File: config.mk
export PLATFORM = sky130hd
export DESIGN_NAME = run_detect_scheduler
export DESIGN_NICKNAME = d
export VERILOG_FILES = /design/src/rtl/run_sched_pkg.sv /design/src/rtl/run_detect_scheduler_rr_arbiter.sv /design/src/rtl/run_detect_scheduler.sv
export SDC_FILE = /design/constraint.sdc
export NUM_CORES = 1
export LEC_CHECK = 0
export ABC_AREA = 1
export BUFFER_PORTS_ARGS = -buffer_cell sky130_fd_sc_hd__buf_2
export CORE_MARGIN = 2
export CORE_UTILIZATION = 65
export DETAILED_ROUTE_END_ITERATION = 10
export PLACE_DENSITY = 0.84
export SETUP_SLACK_MARGIN = 0.05
export SYNTH_ARGS = -nofsm -noshare
export SYNTH_HDL_FRONTEND = slang
export SYNTH_HIERARCHICAL = 1
export SYNTH_SLANG_ARGS = --single-unit
File: constraint.sdc
create_clock -name clk -period 10.1 [get_ports clk]
set_clock_uncertainty 0.1 [all_clocks]
set_input_delay 1.515 -clock clk [delete_from_list [all_inputs] [get_ports clk]]
set_output_delay 1.515 -clock clk [all_outputs]
set_load 0.02 [all_outputs]
File: src/rtl/run_sched_pkg.sv
// Shared types and helpers for the run-detect scheduler.
// Optional output port run_cnt is enabled by defining RUN_CNT_OUT_EN.
package run_sched_pkg;

  // The context struct is sized for the widest supported counter. Each
  // scheduler instance limits the run value to its own 2^CNT_W-1 ceiling.
  localparam int CNT_W_MAX = 16;
  localparam int CNT_W_DEF = 4;

  typedef logic [CNT_W_MAX-1:0] run_t;

  // Saturation ceiling for the default counter width.
  localparam run_t RUN_MAX = run_t'((1 << CNT_W_DEF) - 1);

  // Saved per-channel history: seen=0 means EMPTY, otherwise RUN(run).
  typedef struct packed {
    logic seen;
    logic last;
    run_t run;
  } ctx_t;

  // Increment that sticks at lim instead of wrapping.
  function automatic run_t sat_inc(input run_t v, input run_t lim);
    return (v >= lim) ? lim : run_t'(v + 1'b1);
  endfunction

endpackage

File: src/rtl/run_detect_scheduler_rr_arbiter.sv
// Combinational round-robin arbiter: first requester at or above ptr, with wrap.
module rr_arbiter #(
  parameter int N = 4
) (
  input  logic [N-1:0]         req,
  input  logic [$clog2(N)-1:0] ptr,
  output logic [N-1:0]         gnt,
  output logic [$clog2(N)-1:0] idx
);

  localparam int IW = $clog2(N);

  logic          found;
  logic [IW-1:0] pos;

  // (ptr + i) mod N without a divider.
  function automatic logic [IW-1:0] wrap_add(input logic [IW-1:0] p, input int i);
    int s;
    s = int'(p) + i;
    if (s >= N) s = s - N;
    return IW'(s);
  endfunction

  // Scan channels from ptr upward and grant the first one requesting.
  always_comb begin
    // NOTE: every output of this block gets a default first so no path leaves
    // a value unassigned, which would otherwise infer a latch.
    gnt   = '0;
    idx   = '0;
    found = 1'b0;
    pos   = '0;
    for (int i = 0; i < N; i++) begin
      pos = wrap_add(ptr, i);
      if (!found && req[pos]) begin
        found    = 1'b1;
        gnt[pos] = 1'b1;
        idx      = pos;
      end
    end
  end

endmodule

File: src/rtl/run_detect_scheduler.sv
// Shared consecutive-equal-bit run detector, time-multiplexed over NCH
// serial requesters by a round-robin arbiter. Result is registered, 1-cycle
// latency. Define RUN_CNT_OUT_EN to add the run_cnt output port.
module run_detect_scheduler
  import run_sched_pkg::*;
#(
  parameter int NCH   = 4,
  parameter int CNT_W = 4,
  parameter int X_TH  = 2,
  parameter int Y_TH  = 3
) (
  input  logic                   clk,
  input  logic                   resetn,
  input  logic [NCH-1:0]         req,
  input  logic [NCH-1:0]         din,
  input  logic [NCH-1:0]         clr,
  output logic [NCH-1:0]         gnt,
  output logic                   out_valid,
  output logic [$clog2(NCH)-1:0] out_ch,
  output logic                   doutx,
  output logic                   douty
`ifdef RUN_CNT_OUT_EN
  ,
  output logic [CNT_W-1:0]       run_cnt
`endif
);

  localparam int   IW      = $clog2(NCH);
  localparam run_t RUN_LIM = run_t'((1 << CNT_W) - 1);
  localparam run_t X_LIM   = run_t'(X_TH);
  localparam run_t Y_LIM   = run_t'(Y_TH);

  logic [IW-1:0]  ptr;
  logic [NCH-1:0] arb_gnt;
  logic [IW-1:0]  arb_idx;
  logic           xfer;
  ctx_t           ctx [NCH];
  ctx_t           base_ctx;
  ctx_t           next_ctx;

  rr_arbiter #(.N(NCH)) u_arb (
    .req (req),
    .ptr (ptr),
    .gnt (arb_gnt),
    .idx (arb_idx)
  );

  // No grant is offered while the block is held in reset.
  assign gnt  = resetn ? arb_gnt : '0;
  assign xfer = |gnt;

  // Round-robin pointer moves just past the channel that was served.
  always_ff @(posedge clk) begin
    if (!resetn) begin
      ptr <= '0;
    end else if (xfer) begin
      ptr <= (arb_idx == IW'(NCH - 1)) ? '0 : arb_idx + 1'b1;
    end
  end

  // New context for the granted channel; a same-cycle clear wins over history.
  always_comb begin
    // NOTE: combinational logic uses blocking assignments so later statements
    // see the values computed just above them.
    base_ctx = clr[arb_idx] ? '0 : ctx[arb_idx];
    next_ctx = base_ctx;
    if (!base_ctx.seen || (din[arb_idx] != base_ctx.last)) begin
      next_ctx.seen = 1'b1;
      next_ctx.last = din[arb_idx];
      next_ctx.run  = run_t'(1);
    end else begin
      next_ctx.run  = sat_inc(base_ctx.run, RUN_LIM);
    end
  end

  // Context array: granted channel takes next_ctx, others change only on clr.
  always_ff @(posedge clk) begin
    if (!resetn) begin
      // NOTE: the context array is a handful of flops, not a RAM, so it is
      // reset explicitly to drop all history.
      for (int c = 0; c < NCH; c++) ctx[c] <= '0;
    end else begin
      for (int c = 0; c < NCH; c++) begin
        if (xfer && (arb_idx == IW'(c))) begin
          ctx[c] <= next_ctx;
        end else if (clr[c]) begin
          ctx[c] <= '0;
        end
      end
    end
  end

  // Result register: flags are qualified by the transfer, out_ch holds when idle.
  always_ff @(posedge clk) begin
    if (!resetn) begin
      out_valid <= 1'b0;
      out_ch    <= '0;
      doutx     <= 1'b0;
      douty     <= 1'b0;
    end else begin
      out_valid <= xfer;
      doutx     <= xfer && (next_ctx.run >= X_LIM);
      douty     <= xfer && (next_ctx.run >= Y_LIM);
      if (xfer) out_ch <= arb_idx;
    end
  end

`ifdef RUN_CNT_OUT_EN
  // Optional run length of the reported transfer, zero when no result.
  always_ff @(posedge clk) begin
    if (!resetn) begin
      run_cnt <= '0;
    end else begin
      run_cnt <= xfer ? next_ctx.run[CNT_W-1:0] : '0;
    end
  end
`endif

endmodule

# Word level (Yosys, flattened, before mapping)
# Memories as Yosys holds them, arrays and structs flattened.
# Index checks and enable logic that the tools add are counted.
[totals] register_bits=7 ram_bits=72 in_bits=14 out_inout_bits=9 elab_cells=144 n_memories=1
[memory_table] name="ctx" depth=4 width=18 rd=1 rd_clocked_by_memory_dff=0 write_ports=4 line="run_detect_scheduler.sv:37" text="ctx_t ctx [NCH];"
[classes] n_addsub=9 order_cmp=16 eq_ne=4 n_mux=78 n_bitwise=11 reduce_logical=20
[ops] op="18-bit two-way mux" count=9
[ops] op="1-bit two-way mux" count=42
[ops] op="16-bit by 2-bit greater-or-equal comparator with 1-bit output, second input constant" count=2
[ops] op="16-bit two-way mux" count=2
[ops] op="2-bit two-way mux" count=10
[ops] op="4-bit two-way mux" count=5
[ops] op="16-bit by 1-bit adder with 16-bit output, second input constant" count=1
[ops] op="16-bit by 4-bit greater-or-equal comparator with 1-bit output, second input constant" count=1
[ops] op="2-bit by 3-bit less-than comparator with 1-bit output, second input constant" count=5
[ops] op="1-bit logical AND" count=13
[ops] op="1-bit binary-select mux with 2-bit select" count=6
[ops] op="4-bit bitwise OR" count=3
[ops] op="3-bit greater-or-equal comparator, second input constant" count=3
[ops] op="1-bit demux with 2-bit select" count=4
[ops] op="2-bit by 1-bit greater-or-equal comparator with 1-bit output, second input constant" count=4
[ops] op="1-bit bitwise OR" count=8
[ops] op="2-bit by 1-bit subtractor with 2-bit output, second input constant" count=4
[ops] op="2-bit by 2-bit adder with 3-bit output, second input constant" count=2
[ops] op="2-bit == test, second input constant" count=2
[ops] op="1-bit zero test" count=4
[ops] op="4-bit OR reduction" count=1
[ops] op="2-bit by 1-bit adder with 3-bit output, second input constant" count=1
[ops] op="2-bit by 3-bit greater-or-equal comparator with 1-bit output, second input constant" count=1
[ops] op="2-bit by 1-bit adder with 2-bit output, second input constant" count=1
[ops] op="4 further kinds" count=4

# Logic depth before layout (Yosys ltp)
# Gate-level depths: netlist (run 1).
[logic_depth] word_depth=22 ltp_mapped=27 mapped_depth_nobuf=25

# Modules after synthesis
# Netlist (run 1), hierarchy kept.
[by_module_without_submodules] mod="run_detect_scheduler" instances=1 cells_each=408 area_per_inst_um2=3752.3 seq_area_each_um2=2302.2
[by_module_without_submodules] mod="rr_arbiter" instances=1 cells_each=73 area_per_inst_um2=439.2 seq_area_each_um2=0.0

# Worst setup path before layout (run 1)
# OpenSTA, ideal clock, no wires.
[synth_path] kind="in2reg" from="input port req[3]" to="register douty" setup_ns=0.136 arrival_time_ns=3.911 t_required_ns=9.864 slack_ns=5.954 path_stages=25 path_buffers=2 path_cell_list="inv_1 > nand2_1 > nand3_4 > nand2_4 > nor2_4 > buf_6 > nand3_1 > nand3_1 > inv_2 > buf_2 > o211ai_1 > nand2_1 > nand2_1 > inv_1 > ha_1 > nand3_1 > nor2_1 > nor2_1 > nand2_1 > nor2_4 > nand2_1 > nand2_2 > nand2_1 > nor2_1 > nor2_1"
[synth_via] elab_chain_len=20 word_cells_on_any_way=45 classes_between="add/sub: 1; order compare: 2; eq/ne: 1; mux: 27; bitwise: 3; reduce/logical: 10; memory: 1"
[synth_rtl] element="from (decl)" line="run_detect_scheduler.sv:14" text="input logic [NCH-1:0] req,"
[synth_rtl] element="1-bit binary-select mux with 2-bit select" line="run_detect_scheduler_rr_arbiter.sv:34" text="if (!found && req[pos]) begin"
[synth_rtl] element="1-bit two-way mux (not written as such)" line="run_detect_scheduler_rr_arbiter.sv:34"
[synth_rtl] element="1-bit two-way mux" line="run_detect_scheduler_rr_arbiter.sv:34"
[synth_rtl] element="1-bit zero test" line="run_detect_scheduler_rr_arbiter.sv:34"
[synth_rtl] element="1-bit logical AND" line="run_detect_scheduler_rr_arbiter.sv:34"
[synth_rtl] element="1-bit two-way mux" line="run_detect_scheduler_rr_arbiter.sv:34"
[synth_rtl] element="1-bit zero test" line="run_detect_scheduler_rr_arbiter.sv:34"
[synth_rtl] element="1-bit logical AND" line="run_detect_scheduler_rr_arbiter.sv:34"
[synth_rtl] element="(+4 left out)"
[synth_rtl] element="named net arb_idx[0]" line="run_detect_scheduler.sv:35" text="logic [IW-1:0] arb_idx;"
[synth_rtl] element="1-bit binary-select mux with 2-bit select" line="run_detect_scheduler.sv:65" text="base_ctx = clr[arb_idx] ? '0 : ctx[arb_idx];"
[synth_rtl] element="1-bit two-way mux (not written as such)" line="run_detect_scheduler.sv:65"
[synth_rtl] element="18-bit two-way mux" line="run_detect_scheduler.sv:65"
[synth_rtl] element="16-bit by 1-bit adder with 16-bit output, or another cell as far along" line="run_sched_pkg.sv:24" text="return (v >= lim) ? lim : run_t'(v + 1'b1);"
[synth_rtl] element="16-bit two-way mux or 1-bit logical OR (tied branches)" line="run_sched_pkg.sv:24, run_detect_scheduler.sv:67"
[synth_rtl] element="16-bit two-way mux *" line="run_detect_scheduler.sv:67" text="if (!base_ctx.seen || (din[arb_idx] != base_ctx.last)) begin"
[synth_rtl] element="16-bit by 2-bit greater-or-equal comparator with 1-bit output *" line="run_detect_scheduler.sv:103" text="douty <= xfer && (next_ctx.run >= Y_LIM);"
[synth_rtl] element="1-bit logical AND *" line="run_detect_scheduler.sv:103"
[synth_rtl] element="to (signal assigned)" line="run_detect_scheduler.sv:103"
[synth_rtl] element="to (decl)" line="run_detect_scheduler.sv:21" text="output logic douty"
# Mark *: on every way through the listed nets, which the timed path passes. The rest lies on a longest branch. The select of a mux whose other input is x is not followed.
# A chain may end at the register's enable or synchronous reset.

# Final worst setup path (run 1)
[layout_path] from="input port req[3]" to="register doutx"
[layout_via] elab_chain_len=20 word_cells_on_any_way=45 classes_between="add/sub: 1; order compare: 2; eq/ne: 1; mux: 27; bitwise: 3; reduce/logical: 10; memory: 1"
[layout_rtl] element="1-bit binary-select mux with 2-bit select" line="run_detect_scheduler_rr_arbiter.sv:34"
[layout_rtl] element="1-bit two-way mux (not written as such)" line="run_detect_scheduler_rr_arbiter.sv:34"
[layout_rtl] element="1-bit two-way mux" line="run_detect_scheduler_rr_arbiter.sv:34"
[layout_rtl] element="1-bit zero test" line="run_detect_scheduler_rr_arbiter.sv:34"
[layout_rtl] element="1-bit logical AND" line="run_detect_scheduler_rr_arbiter.sv:34"
[layout_rtl] element="1-bit two-way mux" line="run_detect_scheduler_rr_arbiter.sv:34"
[layout_rtl] element="1-bit zero test" line="run_detect_scheduler_rr_arbiter.sv:34"
[layout_rtl] element="1-bit logical AND" line="run_detect_scheduler_rr_arbiter.sv:34"
[layout_rtl] element="(+4 left out)"
[layout_rtl] element="named net arb_idx[0]" line="run_detect_scheduler.sv:35"
[layout_rtl] element="1-bit binary-select mux with 2-bit select" line="run_detect_scheduler.sv:65"
[layout_rtl] element="1-bit two-way mux (not written as such)" line="run_detect_scheduler.sv:65"
[layout_rtl] element="18-bit two-way mux" line="run_detect_scheduler.sv:65"
[layout_rtl] element="16-bit by 1-bit adder with 16-bit output, or another cell as far along" line="run_sched_pkg.sv:24"
[layout_rtl] element="16-bit two-way mux or 1-bit logical OR (tied branches)" line="run_sched_pkg.sv:24, run_detect_scheduler.sv:67"
[layout_rtl] element="16-bit two-way mux *" line="run_detect_scheduler.sv:67"
[layout_rtl] element="16-bit by 2-bit greater-or-equal comparator with 1-bit output *" line="run_detect_scheduler.sv:102" text="doutx <= xfer && (next_ctx.run >= X_LIM);"
[layout_rtl] element="1-bit logical AND *" line="run_detect_scheduler.sv:102"
[layout_rtl] element="to (signal assigned)" line="run_detect_scheduler.sv:102"
[layout_rtl] element="to (decl)" line="run_detect_scheduler.sv:20" text="output logic doutx,"
# Marks and branches as above.

==> metrics.txt, run 1 <==
mean post-synth cell area=8.71 µm²; vias in the first global route=3074; met2 WL=3960 µm; # fillers=461; area occupied by multi-input gates=0.00167 mm²; fin crit share=48.6%; DPL Wire Length=5640 µm; Worst slew margin=43.5%; Yosys top cell area share=51.6%; clk sinks=79; Post-Syn Area=0.00419 mm²; Final #Nets=572; CTS HTree Levels=3; R2R setup slack=5.40 ns; FF+latch count, synth=79; number of flops mapped to enable cells by yosys=72; antenna viol nets, final=0; slew at the pin closest to its max-slew limit=0.845 ns; crit path launch type=input pin; largest net degree at the start of global routing=45; register area share after synthesis=54.9%; Crit. Startpoint=req[3]; Post-CTS Hold Fix Bufs=0; Max-Cap Viols=0; die height=84.3 µm; top layer in use=met4; endpoints failing setup=0; Routability Congestion=0.933; GRT overflow=0; most frequent cells after synthesis=nand2_1 (139), edfxtp_1 (72), inv_1 (71); number of vias per cell=5.11; Hold Crit Depth=2; DR WL met3=431 µm; final hold violations=0; Post-synth top flop=edfxtp_1; TNS Setup=0 ns; layout cells sized above 1=11.9%; Die Area=0.00711 mm²; status=finished clean; f_max=204 MHz; CTS resizes=0; reg-to-reg endpoint=ctx[1][0]$_SDFFCE_PP0P_; Synth Warn #=6; Endpoint, Worst Hold=out_ch[0]$_SDFFE_PN0P_; drt initial violations=260; Pins Over Slew Limit=0; critical path class=input pin to flip-flop; Remaining DRCs=0; wire length of the first global-routing pass=13800 µm; Reg clk slew, reported paths=0.07 ns; routed len/inst=13.0 µm; Die X=84.3 µm; worst r2r path cells=24; IO buf count=22; Area Overhead vs Synth=12.1%; CTS Buffer Depth=2; CTS tree=built; n_diodes=0; cts bufs inserted=9; GR Util All Layers=24.8%; worst min-delay path startpoint=out_ch[0]$_SDFFE_PN0P_; register area=0.00230 mm²; Worst Path Max Fanout=44; minimum clock period=4.91 ns; standard-cell rows=29; total wire length=8220 µm; most numerous cell in the Yosys netlist=nand2_1; RSZ-0062 raised after global routing=no; Synth Instances=481; Post-Route M1 WL=3660 µm; antenna violations before repair=0; CP endpoint kind=flip-flop; area leader, netlist=edfxtp_1; post-CTS setup buffers=0; IO Pins=23; ranking of synthesized cells by area=edfxtp_1 (52%), nand2_1 (12%), nand3_1 (6.6%); clk_lat worst skew=0.35 ns; Initial Util=66.8%; critical path data arrival time=5.11 ns; Yosys cell types=34; ys async rst share=0%; Crit path required time=10.30 ns; DR pass1 iterations=5; via count=3219; clock root buffer=clkbuf_8; Placeable Area=0.00628 mm²; Worst R2R Start=ptr[0]$_SDFFE_PN0P_; Hold Crit Class=flip-flop to flip-flop
layout by cell type, fill, tap and decap left out, drive strengths merged, types with 4 or more instances in the layout:
cell	instances
nand4	6
buf	24
nand3	57
clkbuf	11
nor2	48
edfxtp	72
ha	10
dfxtp	7
conb	48
o21ai	10
a21boi	4
a21oi	9
inv	78
nand2	153
sequential cells by signal (all words and copies together), names as in the netlist:
signal     flops
out_valid      1
ptr            2
douty          1
doutx          1
ctx           72
out_ch         2
stage by stage:
| step | instance area, µm² | utilization, % | cells | hold WS [ns] | setup WS, ns |
|---|---|---|---|---|---|
| finish | 4700 | 74.8 | 630 | 0.415 | 5.19 |
| global route | 4700 | 74.8 | 630 | 0.490 | 4.80 |
| CTS | 4700 | 74.8 | 630 | 0.418 | 5.27 |
| detailed placement | 4480 | 71.4 | 614 | 0.397 | 4.92 |
| global placement | 4480 | 71.4 | 614 | 0.388 | 5.11 |
| floorplan | 4370 | - | 528 | 0.469 | 5.95 |
critical path: stages:
cell	delay [ns]
buf_2	0.11
inv_1	0.04
nand2_1	0.09
nand3_4	0.16
nand2_4	0.08
nor2_4	0.24
nand4_1	0.12
nand3_1	0.09
buf_4	0.39
inv_2	0.41
nand2_1	0.15
nand3_1	0.10
nand2_2	0.27
inv_1	0.07
a21oi_1	0.16
ha_1	0.23
nand3_1	0.12
nor2_1	0.13
nor2_1	0.05
nand2_1	0.10
nor2_4	0.05
nand2_1	0.09
nand2_2	0.12
nand3_1	0.12
nand2_1	0.05
inv_1	0.04
per-layer routing:
metal  track usage (%)  up-vias
li1                  -     1626
met1              33.2     1469
met5                 0        -
met3              5.31       22
met4              9.09        0
met2              40.3      102
area by class of cell:
cell class              instances  area share, %
well taps                      77           2.05
inverters                      78           6.23
repair buffers                 24           2.66
clock inverters                 5           1.76
flip-flops and latches         79           49.0
clock buffers                  11           2.80
multi-input cells             356           35.5
how the worst max path moves through the flow:
| stage | end | slack (ns) | depth (start not counted) |
|---|---|---|---|
| floorplan | douty$_SDFF_PN0_ | 5.95 | 25 |
| global placement | douty$_SDFF_PN0_ | 5.11 | 26 |
| detailed placement | ctx[1][0]$_SDFFCE_PP0P_ | 4.92 | 24 |
| CTS | doutx$_SDFF_PN0_ | 5.27 | 26 |
| global route | doutx$_SDFF_PN0_ | 4.80 | 26 |
| finish | doutx$_SDFF_PN0_ | 5.19 | 26 |
kinds of logic after synthesis:
kind of cell / count (synthesis) / synth area share [%]
xor gates and xnor gates: 2 / 0.418
DFF: 79 / 54.9
adders and majority gates: 10 / 2.99
AOI/OAI and AO/OA: 27 / 3.67
other: 1 / 0.0895
and+or+nand+nor: 269 / 28.4
buffers and inverters: 93 / 9.52
Power of run 1 is not shown: default switching activity piles up to over one toggle a cycle in this logic, so the estimate is an artifact.
==> inputs of run 2 (changes only) <==
--- a/config.mk
+++ b/config.mk
@@ -8,9 +8,9 @@
 export ABC_AREA = 1
 export BUFFER_PORTS_ARGS = -buffer_cell sky130_fd_sc_hd__buf_2
 export CORE_MARGIN = 2
-export CORE_UTILIZATION = 65
+export CORE_UTILIZATION = 55
 export DETAILED_ROUTE_END_ITERATION = 10
-export PLACE_DENSITY = 0.84
+export PLACE_DENSITY = 0.76
 export SETUP_SLACK_MARGIN = 0.05
 export SYNTH_ARGS = -nofsm -noshare
 export SYNTH_HDL_FRONTEND = slang
==> constraint.sdc (replaced) <==
create_clock -name clk -period 4.1 [get_ports clk]
set_clock_uncertainty 0.1 [all_clocks]
set_input_delay 0.615 -clock clk [delete_from_list [all_inputs] [get_ports clk]]
set_output_delay 0.615 -clock clk [all_outputs]
set_load 0.02 [all_outputs]
==> run 2 against run 1 <==
Wire length increased by 1.5%. Hold slack improved by 0.017 ns. Cell count increased by 4.8%. Core utilization decreased by 10 points. Worst setup slack got worse by 4.8 ns. Sequential share of layout area decreased by 0.59 points. Critical endpoint is now douty$_SDFF_PN0_. Final area increased by 1.2%. Register-to-register slack got worse by 5.0 ns.
==> metrics.txt, run 2 (synthesis results as in run 1) <==
status=finished clean; fin crit share=90.5%; CTS Buffer Depth=2 (unchanged); wire length of the first global-routing pass=14100 µm (+1.7%); cts bufs inserted=9 (unchanged); CTS HTree Levels=3 (unchanged); TNS Setup=0 ns (unchanged); CP endpoint kind=flip-flop; Final WS setup=0.391 ns (-4.80 ns); antenna viol nets, final=0 (unchanged); Crit path required time=4.29 ns (-6.01 ns); CTS tree=built; DR pass1 iterations=5 (unchanged); worst min-delay path startpoint=out_ch[0]$_SDFFE_PN0P_; Non-Filler Instances=660 (+4.8%); minimum clock period=3.71 ns; worst r2r path cells=25 (+4.2%); number of vias per cell=4.91 (-3.9%); total wire length=8340 µm (+1.5%); IO Pins=23 (unchanged); commonest non-fill, non-tap cells in the layout=nand2_1 (139), edfxtp_1 (72), inv_1 (71), nand3_1 (54), conb_1 (48); Worst Path Max Fanout=20 (-55%); Pins Over Slew Limit=0 (unchanged); Largest register FFs=72 (unchanged); Hold Crit Class=flip-flop to flip-flop; layout cells sized above 1=13.5% (+1.6 points); WP buf/inv=4 (-2); n_diodes=0 (unchanged); Max-Cap Viols=0 (unchanged); die height=91.3 µm (+8.3%); Crit. Startpoint=ptr[0]$_SDFFE_PN0P_; Area Overhead vs Synth=13.4%; routed len/inst=12.6 µm (-3.1%); drt initial violations=241 (-7.3%); biggest registers after layout=ctx x72, out_ch x2, ptr x2; # fillers=614 (+33%); Hold WS=0.433 ns (+0.0172 ns); vias in the first global route=3123 (+1.6%); antenna violations before repair=0 (unchanged); post-CTS setup buffers=0 (unchanged); slew at the pin closest to its max-slew limit=0.865 ns (+0.0201 ns); RSZ-0062 raised after global routing=no; endpoints failing setup=0 (unchanged); largest net degree at the start of global routing=26 (-42%); largest register by flop count=ctx; Routability Congestion=0.944 (+1.2%); R2R setup slack=0.39 ns (-5.01 ns); standard-cell rows=31 (+6.9%); critical path class=flip-flop to flip-flop; Hold Crit Depth=2 (unchanged); CP most frequent cell=nand2_1; Remaining DRCs=0 (unchanged); critical path data arrival time=3.90 ns (-1.21 ns); post-place setup slack=0.220 ns (-4.70 ns); final hold violations=0 (unchanged); f_max=270 MHz; reg-to-reg endpoint=douty$_SDFF_PN0_; Worst R2R Start=ptr[0]$_SDFFE_PN0P_; critical path's top delay family=simple AND/OR/NAND/NOR gates; DPL Wire Length=5730 µm (+1.6%); Placeable Area=0.00733 mm² (+17%); commonest non-fill, non-tap cell in the layout=nand2_1; Worst slew margin=42.2% (-1.3 points); GR Util All Layers=21.6% (-3.2 points); max incr delay on CP=0.39 ns (-0.02 ns); Endpoint, Worst Hold=out_ch[0]$_SDFFE_PN0P_; clock root buffer=clkbuf_8; Initial Util=57.2% (-9.6 points); Die Area=0.00834 mm² (+17%); Reg clk slew, reported paths=0.08 ns (about the same); Die X=91.3 µm (+8.3%); Inst Count DP=645 (+5.0%); crit path launch type=flip-flop; via count=3240 (+0.65%); Final #Nets=581 (+1.6%); Critical Path Slowest Stage Cell=ha_1; GRT overflow=0 (unchanged); clk sinks=79 (unchanged); clk_lat worst skew=0.34 ns (about the same); IO buf count=22 (unchanged)
[run 2: metrics by stage]
step | util (%) | cell area, µm²
after floorplan | - | 4370
after global placement | 62.5 | 4580
after detailed placement | 62.5 | 4580
after CTS | 64.7 | 4740
after global routing | 64.9 | 4750
final | 64.9 | 4750
[run 2: area by class of cell]
type / instances / area (µm²) / share of cell area, %
flip-flops and latches: 79 / 2300 / 48.4
multi-input cells: 356 / 1680 / 35.3
inverters: 78 / 298 / 6.26
repair buffers: 33 / 193 / 4.05
clock buffers: 9 / 124 / 2.61
well taps: 99 / 124 / 2.61
clock inverters: 6 / 37.5 / 0.789
[run 2: tightest hold or removal path, stage by stage (launching register included)]
cell and delay (ns):
dfxtp_1 0.34, o21ai_0 0.09, nor2_1 0.08
[run 2: layer usage]
| metal | global-route usage, % | share of wire, % | routed length, µm | vias to the layer above |
|---|---|---|---|---|
| met5 | 0 | 0 | 0 | - |
| met4 | 9.22 | 1.6 | 133 | 0 |
| met3 | 4.48 | 5.7 | 476 | 12 |
| met2 | 35.9 | 51 | 4260 | 108 |
| met1 | 27.5 | 42 | 3470 | 1477 |
| li1 | - | - | - | 1643 |
[run 2: how the worst max path moves through the flow]
stage	endpoint	depth (start not counted)	slack, ns
2_1_floorplan	douty$_SDFF_PN0_	26	0.61
3_3_place_gp	douty$_SDFF_PN0_	25	0.41
3_5_place_dp	douty$_SDFF_PN0_	25	0.22
4_1_cts	douty$_SDFF_PN0_	25	0.21
5_1_grt	douty$_SDFF_PN0_	24	0.04
6_report	douty$_SDFF_PN0_	25	0.39
[run 2: repair_timing]
action                                  in CTS  in global routing
endpoints found under the setup margin       0                 18
gates resized for setup                      0                  5
hold buffers                                 0                  0
Power of run 2 is left out for the same reason.
